File: config.mk
export PLATFORM = sky130hd
export DESIGN_NAME = strided_window_gen_flat
export DESIGN_NICKNAME = d
export VERILOG_FILES = /design/src/rtl/strided_window_gen_pkg.sv /design/src/rtl/strided_window_gen_if.sv /design/src/rtl/strided_window_gen_max_tree.sv /design/src/rtl/strided_window_gen.sv /design/src/flat_wrapper.sv
export SDC_FILE = /design/constraint.sdc
export NUM_CORES = 1
export LEC_CHECK = 0
export BUFFER_PORTS_ARGS = -buffer_cell sky130_fd_sc_hd__buf_2
export CORE_ASPECT_RATIO = 0.6
export CORE_UTILIZATION = 40
export DETAILED_ROUTE_END_ITERATION = 10
export GPL_TIMING_DRIVEN = 1
export SLEW_MARGIN = 10
export SYNTH_ARGS = -nofsm -noshare
export SYNTH_HDL_FRONTEND = slang
export SYNTH_SLANG_ARGS = --single-unit
File: constraint.sdc
create_clock -name clk -period 11 [get_ports clk]
set_clock_uncertainty 0.2 [all_clocks]
set_input_delay 2.2 -clock clk [delete_from_list [all_inputs] [get_ports clk]]
set_output_delay 2.2 -clock clk [all_outputs]
set_load 0.01 [all_outputs]
File: src/rtl/strided_window_gen_pkg.sv
// strided_window_pkg: FSM state type and shift-buffer sizing shared by the window generator.
package strided_window_pkg;
  typedef enum logic {FILL, RUN} state_t;
  function automatic int buffer_size(input int k, input int rs);
    return (k - 1) * rs + k;
  endfunction
endpackage

File: src/rtl/strided_window_gen_if.sv
// strided_window_gen_if: pixel stream in, window stream out; max_out exists only with WINDOW_MAX_EN.
interface strided_window_gen_if #(
  parameter int DATA_WIDTH = 8,
  parameter int KERNEL_DIM = 3
);
  logic [DATA_WIDTH-1:0] inputPixel;
  logic in_valid, in_ready, valid, out_ready, frame_done;
  logic [KERNEL_DIM-1:0][KERNEL_DIM-1:0][DATA_WIDTH-1:0] window;
`ifdef WINDOW_MAX_EN
  logic [DATA_WIDTH-1:0] max_out;
  modport master (output inputPixel, in_valid, out_ready, input in_ready, window, valid, frame_done, max_out);
  modport slave (input inputPixel, in_valid, out_ready, output in_ready, window, valid, frame_done, max_out);
`else
  modport master (output inputPixel, in_valid, out_ready, input in_ready, window, valid, frame_done);
  modport slave (input inputPixel, in_valid, out_ready, output in_ready, window, valid, frame_done);
`endif
endinterface

File: src/rtl/strided_window_gen_max_tree.sv
// window_max_tree: combinational unsigned maximum of N pixels, compiled only with WINDOW_MAX_EN.
`ifdef WINDOW_MAX_EN
module window_max_tree #(
  parameter int DATA_WIDTH = 8,
  parameter int N = 9
) (
  input  logic [N-1:0][DATA_WIDTH-1:0] px_i,
  output logic [DATA_WIDTH-1:0]        max_o
);
  always_comb begin
    max_o = px_i[0];
    for (int i = 1; i < N; i++) max_o = px_i[i] > max_o ? px_i[i] : max_o;
  end
endmodule
`endif

File: src/rtl/strided_window_gen.sv
// strided_window_gen: raster pixel stream to stride-aligned KxK windows with a one-entry output register.
// Optional WINDOW_MAX_EN adds a registered window maximum (max_out).
module strided_window_gen
  import strided_window_pkg::*;
#(
  parameter int DATA_WIDTH = 8,
  parameter int KERNEL_DIM = 3,
  parameter int ROW_SIZE   = 5,
  parameter int COL_SIZE   = 5,
  parameter int STRIDE     = 1
) (
  input logic clk,
  input logic rst,
  strided_window_gen_if.slave s
);
  localparam int BS = buffer_size(KERNEL_DIM, ROW_SIZE);
  localparam int CW = $clog2(ROW_SIZE);
  localparam int RW = $clog2(COL_SIZE);
  localparam int KM = KERNEL_DIM - 1;
  logic [BS-1:0][DATA_WIDTH-1:0] buf_q, buf_d;
  logic [KERNEL_DIM-1:0][KERNEL_DIM-1:0][DATA_WIDTH-1:0] win_q, win_d;
  logic [CW-1:0] col_q, col_d;
  logic [RW-1:0] row_q, row_d;
  state_t state_q;
  logic valid_q, fd_q, acc, load, col_end, row_end;
  assign s.in_ready   = !valid_q || s.out_ready;
  assign s.valid      = valid_q;
  assign s.window     = win_q;
  assign s.frame_done = fd_q;
  // buf_d[0] is the newest pixel, so a window tap sits (KM-r) rows and (KM-c) pixels back
  always_comb begin
    acc     = s.in_valid && s.in_ready;
    col_end = col_q == CW'(ROW_SIZE - 1);
    row_end = row_q == RW'(COL_SIZE - 1);
    buf_d   = acc ? {buf_q[BS-2:0], s.inputPixel} : buf_q;
    col_d   = !acc ? col_q : col_end ? '0 : col_q + 1'b1;
    row_d   = (!acc || !col_end) ? row_q : row_end ? '0 : row_q + 1'b1;
    load    = acc && state_q == RUN && int'(col_q) >= KM &&
              (int'(col_q) - KM) % STRIDE == 0 && (int'(row_q) - KM) % STRIDE == 0;
    win_d   = win_q;
    for (int r = 0; r < KERNEL_DIM; r++)
      for (int c = 0; c < KERNEL_DIM; c++)
        win_d[r][c] = load ? buf_d[(KM - r) * ROW_SIZE + KM - c] : win_q[r][c];
  end
  always_ff @(posedge clk or posedge rst)
    if (rst) begin
      buf_q   <= '0;
      win_q   <= '0;
      col_q   <= '0;
      row_q   <= '0;
      state_q <= FILL;
      valid_q <= 1'b0;
      fd_q    <= 1'b0;
    end else begin
      buf_q   <= buf_d;
      win_q   <= win_d;
      col_q   <= col_d;
      row_q   <= row_d;
      state_q <= !acc ? state_q :
                 state_q == FILL ? (int'(row_d) >= KM ? RUN : FILL) :
                 (row_end && col_end ? FILL : RUN);
      valid_q <= load || (valid_q && !s.out_ready);
      fd_q    <= acc && col_end && row_end;
    end
`ifdef WINDOW_MAX_EN
  logic [DATA_WIDTH-1:0] max_d, max_q;
  window_max_tree #(.DATA_WIDTH(DATA_WIDTH), .N(KERNEL_DIM * KERNEL_DIM)) u_max (
    .px_i (win_d),
    .max_o(max_d)
  );
  always_ff @(posedge clk or posedge rst)
    if (rst) max_q <= '0;
    else     max_q <= load ? max_d : max_q;
  assign s.max_out = max_q;
`endif
endmodule

File: src/flat_wrapper.sv
// flat-port wrapper written by rule: the top's interface ports become plain ports
module strided_window_gen_flat import strided_window_pkg::*;
#(
  parameter int DATA_WIDTH = 8,
  parameter int KERNEL_DIM = 3,
  parameter int ROW_SIZE   = 5,
  parameter int COL_SIZE   = 5,
  parameter int STRIDE     = 1
)
  (clk, rst, s_inputPixel, s_in_valid, s_out_ready, s_in_ready, s_window, s_valid, s_frame_done);
  strided_window_gen_if #(.DATA_WIDTH(DATA_WIDTH), .KERNEL_DIM(KERNEL_DIM)) s_i ();
  input logic clk;
  input logic rst;
  input wire logic [$bits(s_i.inputPixel)-1:0] s_inputPixel;
  input wire logic [$bits(s_i.in_valid)-1:0] s_in_valid;
  input wire logic [$bits(s_i.out_ready)-1:0] s_out_ready;
  output wire logic [$bits(s_i.in_ready)-1:0] s_in_ready;
  output wire logic [$bits(s_i.window)-1:0] s_window;
  output wire logic [$bits(s_i.valid)-1:0] s_valid;
  output wire logic [$bits(s_i.frame_done)-1:0] s_frame_done;
  assign s_i.inputPixel = s_inputPixel;
  assign s_i.in_valid = s_in_valid;
  assign s_i.out_ready = s_out_ready;
  assign s_in_ready = s_i.in_ready;
  assign s_window = s_i.window;
  assign s_valid = s_i.valid;
  assign s_frame_done = s_i.frame_done;
  strided_window_gen #(.DATA_WIDTH(DATA_WIDTH), .KERNEL_DIM(KERNEL_DIM), .ROW_SIZE(ROW_SIZE), .COL_SIZE(COL_SIZE), .STRIDE(STRIDE)) u_core (.clk(clk), .rst(rst), .s(s_i));
endmodule
==> flow_summary.json, run 1 <==
{
  "status": "finished, violations left",
  "violations": "DRC",
  "routedWlPerCell_um": 16.0,
  "finalNonFillerCells": 826,
  "hp-class": "reg -> reg",
  "slowest_delay_ps": 170,
  "post_cts_resized": 0,
  "drive_above_1_share_pct": 46.4,
  "die_height_um": 108,
  "antenna_cells": 0,
  "reg2reg_to": "u_core.s.window[9]$_DFFE_PP0P_",
  "fin_nets": 590,
  "ios": 87,
  "crit_path_start_kind": "primary input",
  "fin_tns_setup_ps": 0,
  "syn_area_per_cell_um2": 15.4,
  "p_leak_uw": 0.00452,
  "grt_usage_pct": 14.9,
  "finalSetupViolCount": 0,
  "r2r_cells": 6,
  "syn_nets": 504,
  "wl_um": 13200,
  "drc": 9,
  "rows": 38,
  "hold-path-cell-count": 2,
  "clock_sinks": 185,
  "core_area_um2": 18300,
  "rsz0062_at_grt": "false",
  "critPathSlowestCell": "nor2b_4",
  "nFillCells": 1591,
  "worstSetupPathType": "in -> out",
  "clk_pin_slew_ps": 60,
  "dp.final_hpwl_um": 8210,
  "cts_tree": "done",
  "cp.required_ps": 8600,
  "post_cts_buffers": 0,
  "drtPass1Iterations": 7,
  "start_util_pct": 41.2,
  "fin_crit_ps": 5100,
  "utilization_pct": 47.5,
  "die_area_um2": 19400,
  "port_buffers": 86,
  "top_layer": "met4",
  "clock_latency_ps": 430,
  "finalMaxSlewViolations": 0,
  "ys_async_sr_fraction_pct": 100,
  "drtIter0Drc": 200,
  "cts-buffers-inserted": 17,
  "cts.htree.levels": 4,
  "wl_met1_um": 6720,
  "peakVddDrop_mv": 0.113,
  "multi_input_area_um2": 2660,
  "yosysUniqueCellTypes": 32,
  "rr_startpoint": "u_core.s.valid$_DFF_PP0_",
  "max_freq_ghz": 0.196,
  "crit_fanout": 6,
  "ys_ff_latch": 185,
  "holdBufCountCts": 0,
  "min_from": "u_core.buf_q[65]$_DFFE_PP0N_",
  "ys.flop_type": "dfrtp_1",
  "grt_max_degree": 98,
  "path_common_cell": "buf_2",
  "gp_congestion": 0.768,
  "relSlewSlack_pct": 26.1,
  "grt_pass1_wl_um": 22100,
  "path_cells": "buf_2 > nor2b_4 > inv_4 > buf_2",
  "period_share_pct": 46.3,
  "dp.cells": 795,
  "cts.path.max_buffers": 2,
  "drv_cap": 0,
  "via_per_inst": 4.78,
  "synth_area_um2": 7520,
  "rrSetupSlack_ps": 7890,
  "final_common_cell": "dfrtp_1",
  "p_per_area_nw_per_um2": 308,
  "postSynthCellCount": 488,
  "area_growth_pct": 15.3,
  "met3_wirelength_um": 502,
  "antenna_found_initial": 0,
  "ant_nets": 0,
  "vias": 3945,
  "finalHoldViolations": 0,
  "overflow": 0,
  "worst_slew_pin_slew_ps": 1110,
  "synth-edff-count": 0,
  "clock-root-buffer": "clkbuf_16",
  "seqCellArea_um2": 4630,
  "hold_ws_ps": 264,
  "worstPathArrival_ps": 2700,
  "cp-end-kind": "primary output",
  "grt_pass1_vias": 4176,
  "seq_area_frac_synth_pct": 61.5,
  "die_w_um": 179,
  "yosys_warnings": 0,
  "wl_met2_um": 5860,
  "final_cell_mix": "dfrtp_1, mux2_4, nand2_1",
  "min_to": "u_core.buf_q[73]$_DFFE_PP0N_"
}
power by group:
group          switching, uW  internal (uW)  total, uW
Combinational            372            520        892
Sequential               180            986       1170
Clock                    267            343        610
logic make-up (layout without fill, tap and decap cells):
logic type | after synthesis | after routing | share of synthesized area (%)
flip-flops | 185 | 185 | 61.5
multiplexers | 144 | 144 | 27.1
AND/OR/NAND/NOR | 110 | 110 | 6.04
buffers and inverters | 31 | 129 | 3.09
AO/OA/AOI/OAI | 14 | 14 | 1.51
adder cells (fa/ha/maj) | 4 | 4 | 0.665
worst max-delay path: cells and delay by family:
family        cells  cell delay (ps)
buf+inv           3              320
simple gates      1              170
sequential cells by signal, summed over array words and instances, names as in the netlist:
signal and cells:
u_core.s.valid 1, u_core.s.frame_done 1, u_core.row_q 3, u_core.buf_q 104, u_core.col_q 3, u_core.s.window 72
u_core.state_q 1
stage by stage:
step,worst slack (ps),cell area [um^2],total power [uW]
floorplan,3570,7520,1830
finish,5900,8670,2670
detailed placement,5880,8090,2080
CTS,5900,8670,2700
global placement,5910,8090,2050
global route,5870,8670,2840
how the worst max path moves through the flow:
stage	from	endpoint	slack [ps]	cells after the start
after global placement	s_out_ready	s_in_ready	5910	4
after floorplan	rst	u_core.buf_q[0]$_DFF_PP0_	3570	1
after detailed placement	s_out_ready	u_core.s.window[9]$_DFFE_PP0P_	5880	7
final	s_out_ready	s_in_ready	5900	4
after CTS	s_out_ready	s_in_ready	5900	4
after global routing	s_out_ready	s_in_ready	5870	4
per-layer routing:
layer | up-vias | track usage, %
met5 | - | 0
met4 | 0 | 5.81
met3 | 10 | 3.45
met2 | 71 | 21.6
met1 | 2042 | 21.6
li1 | 1822 | -
cell usage after synthesis, types with 2 or more instances:
library cell / number / share of area (%)
ha_1: 4 / 0.67
mux2_2: 32 / 4.8
dfrtp_1: 185 / 62
inv_1: 6 / 0.30
nand2_1: 99 / 4.9
buf_6: 11 / 1.6
clkbuf_1: 3 / 0.15
nor2_1: 2 / 0.10
o21ai_0: 5 / 0.33
buf_4: 8 / 0.80
mux2_4: 112 / 22
layout make-up:
| type | instances | share of cell area [%] |
|---|---|---|
| tap | 240 | 3.46 |
| clock buffer | 19 | 5.11 |
| sequential | 185 | 53.4 |
| multi-input combinational | 272 | 30.7 |
| clock inverter | 12 | 1.62 |
| timing repair buffer | 90 | 5.31 |
| inverter | 8 | 0.462 |
Note: power is estimated with default switching activity, not from simulation.
==> run 2: changes to the inputs <==
Clock period 11 ns to 4.6 ns, I/O delays scaled along.
==> run 2 against run 1 <==
The run still ends with DRC left. Critical path depth increased by 3. Count of clock-buffer cells in the layout down 1. Non-clock buffer count up 3. Total power is 140% higher. Sequential share of layout area down 0.45 points. Global-route usage increased by 0.26 points. Wire length is 1.1% higher. Flip-flop and latch count stayed put. First-iteration DRC count increased by 1.5%. Highest routed layer unchanged.
==> flow_summary.json, run 2 (synthesis gave the netlist of run 1 again) <==
{
  "rows": 38,
  "crit_fanout": 42,
  "drtIter0Drc": 203,
  "worst_slew_pin_slew_ps": 811,
  "cts.path.max_buffers": 2,
  "ios": 87,
  "cp-end-kind": "flip-flop",
  "grt_pass1_wl_um": 22500,
  "worstPathArrival_ps": 2750,
  "post_cts_resized": 0,
  "grt_pass1_vias": 4207,
  "clock-root-buffer": "clkbuf_16",
  "routedWlPerCell_um": 16.1,
  "status": "finished, violations left",
  "drc": 10,
  "cts_tree": "done",
  "core_area_um2": 18300,
  "peakVddDrop_mv": 0.381,
  "fin_tns_setup_ps": 0,
  "drive_above_1_share_pct": 46.8,
  "start_util_pct": 41.2,
  "rr_startpoint": "u_core.s.valid$_DFF_PP0_",
  "rrSetupSlack_ps": 2190,
  "crit_path_start_kind": "primary input",
  "cp_num_buf_inv": 3,
  "rsz0062_at_grt": "false",
  "critPathSlowestCell": "nand2_4",
  "r2r_cells": 6,
  "ant_nets": 0,
  "area_growth_pct": 16.3,
  "regMostFlops": "u_core.buf_q",
  "fin_crit_ps": 2650,
  "holdBufCountCts": 0,
  "cts.htree.levels": 4,
  "hold_ws_ps": 271,
  "grt_usage_pct": 15.2,
  "min_to": "u_core.buf_q[73]$_DFFE_PP0N_",
  "hold-path-cell-count": 2,
  "drtPass1Iterations": 7,
  "clock_sinks": 185,
  "vias": 3928,
  "p_total_uw": 6410,
  "port_buffers": 86,
  "min_from": "u_core.buf_q[65]$_DFFE_PP0N_",
  "path_cells": "buf_2 > nor2b_4 > inv_4 > nand2_4 > buf_12 > mux2_4 > mux2_4",
  "die_area_um2": 19400,
  "p_leak_uw": 0.00456,
  "finalMaxSlewViolations": 0,
  "slowest_delay_ps": 510,
  "p_per_area_nw_per_um2": 733,
  "relSlewSlack_pct": 45.7,
  "cp.required_ps": 4700,
  "placed_area_um2": 8150,
  "finalSetupViolCount": 0,
  "antenna_cells": 0,
  "final_common_cell": "dfrtp_1",
  "clk_pin_slew_ps": 70,
  "final_cell_area_um2": 8750,
  "via_per_inst": 4.73,
  "die_w_um": 179,
  "violations": "DRC",
  "hp-class": "reg -> reg",
  "cts-buffers-inserted": 17,
  "post_cts_buffers": 0,
  "period_share_pct": 57.6,
  "place_ws_ps": 1500,
  "finalHoldViolations": 0,
  "dp.final_hpwl_um": 8510,
  "grt_max_degree": 75,
  "wl_um": 13300,
  "antenna_found_initial": 0,
  "die_height_um": 108,
  "path_common_cell": "mux2_4",
  "worstSetupPathType": "in -> reg",
  "path_delay_family": "simple AND/OR/NAND/NOR gates",
  "drv_cap": 0,
  "fin_nets": 593,
  "largest_register_ffs": 104,
  "reg2reg_to": "u_core.s.window[37]$_DFFE_PP0P_",
  "gp_congestion": 0.706,
  "final_cell_mix": "dfrtp_1, mux2_4, nand2_1",
  "overflow": 0,
  "clock_latency_ps": 430,
  "worst_slack_ps": 1950,
  "max_freq_ghz": 0.377
}
## run 2: worst max-delay path by stage
| stage | start | to | cells after the start |
|---|---|---|---|
| final | s_out_ready | u_core.s.window[37]$_DFFE_PP0P_ | 7 |
| after global routing | s_out_ready | u_core.s.window[48]$_DFFE_PP0P_ | 7 |
| after CTS | s_out_ready | u_core.s.window[37]$_DFFE_PP0P_ | 7 |
| after detailed placement | s_out_ready | u_core.s.window[37]$_DFFE_PP0P_ | 7 |
| after global placement | s_out_ready | u_core.s.window[38]$_DFFE_PP0P_ | 7 |
| after floorplan | rst | u_core.buf_q[0]$_DFF_PP0_ | 1 |
## run 2: area by class of cell
cell class                 instances  area (um^2)
multi-input combinational        272         2660
inverter                           8         36.3
sequential                       185         4630
tap                              240          300
clock inverter                    14          171
timing repair buffer              93          520
fill                            1643         9510
clock buffer                      18          429
## run 2: where the power goes
| part | leakage (uW) | internal, uW | total, uW | switching (uW) |
|---|---|---|---|---|
| Combinational | 0.00195 | 1250 | 2130 | 884 |
| Sequential | 0.00231 | 2360 | 2790 | 434 |
| Clock | 0.000293 | 826 | 1490 | 665 |
## run 2: worst register-to-register path: stages, from the launching register on
cell     delay (ps)
dfrtp_1         340
nor2b_4         210
inv_4            70
nand2_4         520
buf_12          340
mux2_4          360
mux2_4          260
## run 2: metal layers
metal / up-vias / track usage, % / share of wire (%)
met5: - / 0 / 0
met1: 2024 / 21.9 / 51
met2: 72 / 22.3 / 45
met3: 10 / 3.66 / 3.6
li1: 1822 / - / -
met4: 0 / 5.27 / 0.94
## run 2: through the flow
stage | util [%] | std cells
after global routing | 47.9 | 830
after CTS | 47.9 | 830
after global placement | 44.6 | 798
after detailed placement | 44.6 | 798
final | 47.9 | 830
after floorplan | - | 488
==> run 3: changes to the inputs <==
Clock period 4.6 ns to 2.7 ns, I/O delays scaled along.
==> run 3 against run 2 <==
Non-clock buffer count is 8 higher. Flip-flop and latch count stayed put. Critical path type is now reg -> reg. Via count increased by 0.87%. Worst setup slack got worse by 1300 ps. Core utilization up 0.42 points. Sequential share of layout area fell by 0.46 points. The flow still finishes with violations (DRC). Die area is the same. Count of clock-buffer cells in the layout up 5.
==> flow_summary.json, run 3 (synthesis gave the netlist of run 1 again) <==
{
  "grt_pass1_vias": 4273,
  "rsz0062_at_grt": "false",
  "relSlewSlack_pct": 58.5,
  "grt_max_degree": 68,
  "clock-root-buffer": "clkbuf_16",
  "path_common_cell": "mux2_4",
  "crit_path_start_kind": "flip-flop",
  "vias": 3962,
  "start_util_pct": 41.2,
  "gp_congestion": 0.784,
  "largest_register_ffs": 104,
  "fin_nets": 601,
  "r2r_cells": 6,
  "fin_crit_ps": 2020,
  "clock_sinks": 185,
  "area_growth_pct": 17.3,
  "worstSetupPathType": "reg -> reg",
  "min_from": "s_inputPixel[3]",
  "grt_usage_pct": 15.5,
  "seqCellArea_um2": 4630,
  "ios": 87,
  "critPathSlowestCell": "dfrtp_1",
  "path_cells": "nor2b_4 > inv_4 > nand2_4 > buf_12 > mux2_4 > mux2_4",
  "post_cts_buffers": 0,
  "wl_um": 13600,
  "cp.required_ps": 2810,
  "slowest_delay_ps": 340,
  "crit_path_end": "u_core.s.window[54]$_DFFE_PP0P_",
  "p_total_uw": 10900,
  "cp-end-kind": "flip-flop",
  "worst-path-stages": 6,
  "rrSetupSlack_ps": 680,
  "path_delay_family": "multiplexers",
  "drive_above_1_share_pct": 47.2,
  "grt_pass1_wl_um": 22700,
  "hp-class": "in -> reg",
  "p_per_area_nw_per_um2": 1230,
  "cts.htree.levels": 4,
  "period_share_pct": 74.9,
  "max_freq_ghz": 0.494,
  "die_area_um2": 19400,
  "worstPathArrival_ps": 2130,
  "status": "finished, violations left",
  "overflow": 0,
  "port_buffers": 86,
  "finalMaxSlewViolations": 0,
  "timing.critical_path.from": "u_core.s.valid$_DFF_PP0_",
  "routedWlPerCell_um": 16.2,
  "finalNonFillerCells": 838,
  "dp.cells": 805,
  "dp.final_hpwl_um": 8750,
  "worst_slew_pin_slew_ps": 621,
  "crit_fanout": 23,
  "utilization_pct": 48.3,
  "finalHoldViolations": 0,
  "die_height_um": 108,
  "final_cell_mix": "dfrtp_1, mux2_4, nand2_1",
  "violations": "DRC",
  "core_area_um2": 18300,
  "final_common_cell": "dfrtp_1",
  "cts.path.max_buffers": 2,
  "die_w_um": 179,
  "drv_cap": 0,
  "drtIter0Drc": 182,
  "clock_latency_ps": 420,
  "clk_pin_slew_ps": 70,
  "antenna_cells": 0,
  "antenna_found_initial": 0,
  "cts_tree": "done",
  "regMostFlops": "u_core.buf_q",
  "reg2reg_to": "u_core.s.window[54]$_DFFE_PP0P_",
  "drtPass1Iterations": 8,
  "p_leak_uw": 0.00459,
  "via_per_inst": 4.73,
  "finalSetupViolCount": 0,
  "cp_num_buf_inv": 2,
  "peakVddDrop_mv": 0.471,
  "hold_ws_ps": 164,
  "multi_input_area_um2": 2660,
  "nFillCells": 1614,
  "ant_nets": 0,
  "rr_startpoint": "u_core.s.valid$_DFF_PP0_",
  "drc": 10,
  "cts-buffers-inserted": 17,
  "rows": 38
}
## run 3: how the worst min path moves through the flow
stage,end,slack (ps),depth (start not counted)
2_1_floorplan,u_core.buf_q[77]$_DFFE_PP0N_,240,2
3_3_place_gp,u_core.buf_q[36]$_DFFE_PP0N_,250,2
3_5_place_dp,u_core.buf_q[71]$_DFFE_PP0N_,260,2
4_1_cts,u_core.buf_q[5]$_DFF_PP0_,150,2
5_1_grt,u_core.buf_q[3]$_DFF_PP0_,150,2
6_report,u_core.buf_q[3]$_DFF_PP0_,160,2
## run 3: per-layer routing
metal,GRT usage [%],wire length [um],vias to the layer above
met1,21.9,6940,2035
li1,-,-,1844
met4,5.99,169,0
met5,0,0,-
met3,3.73,547,15
met2,23.0,5930,68
## run 3: cell type report
type | instances | share of cell area, %
clock buffers | 23 | 5.53
clock inverters | 9 | 1.01
inverters | 8 | 0.411
multi-input cells | 272 | 30.1
flip-flops and latches | 185 | 52.5
well taps | 240 | 3.40
repair buffers | 101 | 7.03
## run 3: report_power, final
part | switching, uW | internal [uW]
clock | 1040 | 1380
sequential | 755 | 4020
combinational | 1520 | 2160
## run 3: repair_timing
| action | 4_1_cts | 5_1_grt |
|---|---|---|
| resized for setup | 0 | 0 |
| endpoints found under the hold margin | 21 | 0 |
| hold buffers | 1 | 0 |
| setup endpoints to repair | 0 | 0 |
## run 3: metrics by stage
step	setup TNS [ps]	setup WS (ps)	area (um^2)
4_1_cts	0	648	8820
6_report	0	677	8820
2_1_floorplan	-77430	-419	7530
3_5_place_dp	0	359	8240
3_3_place_gp	0	380	8240
5_1_grt	0	579	8820
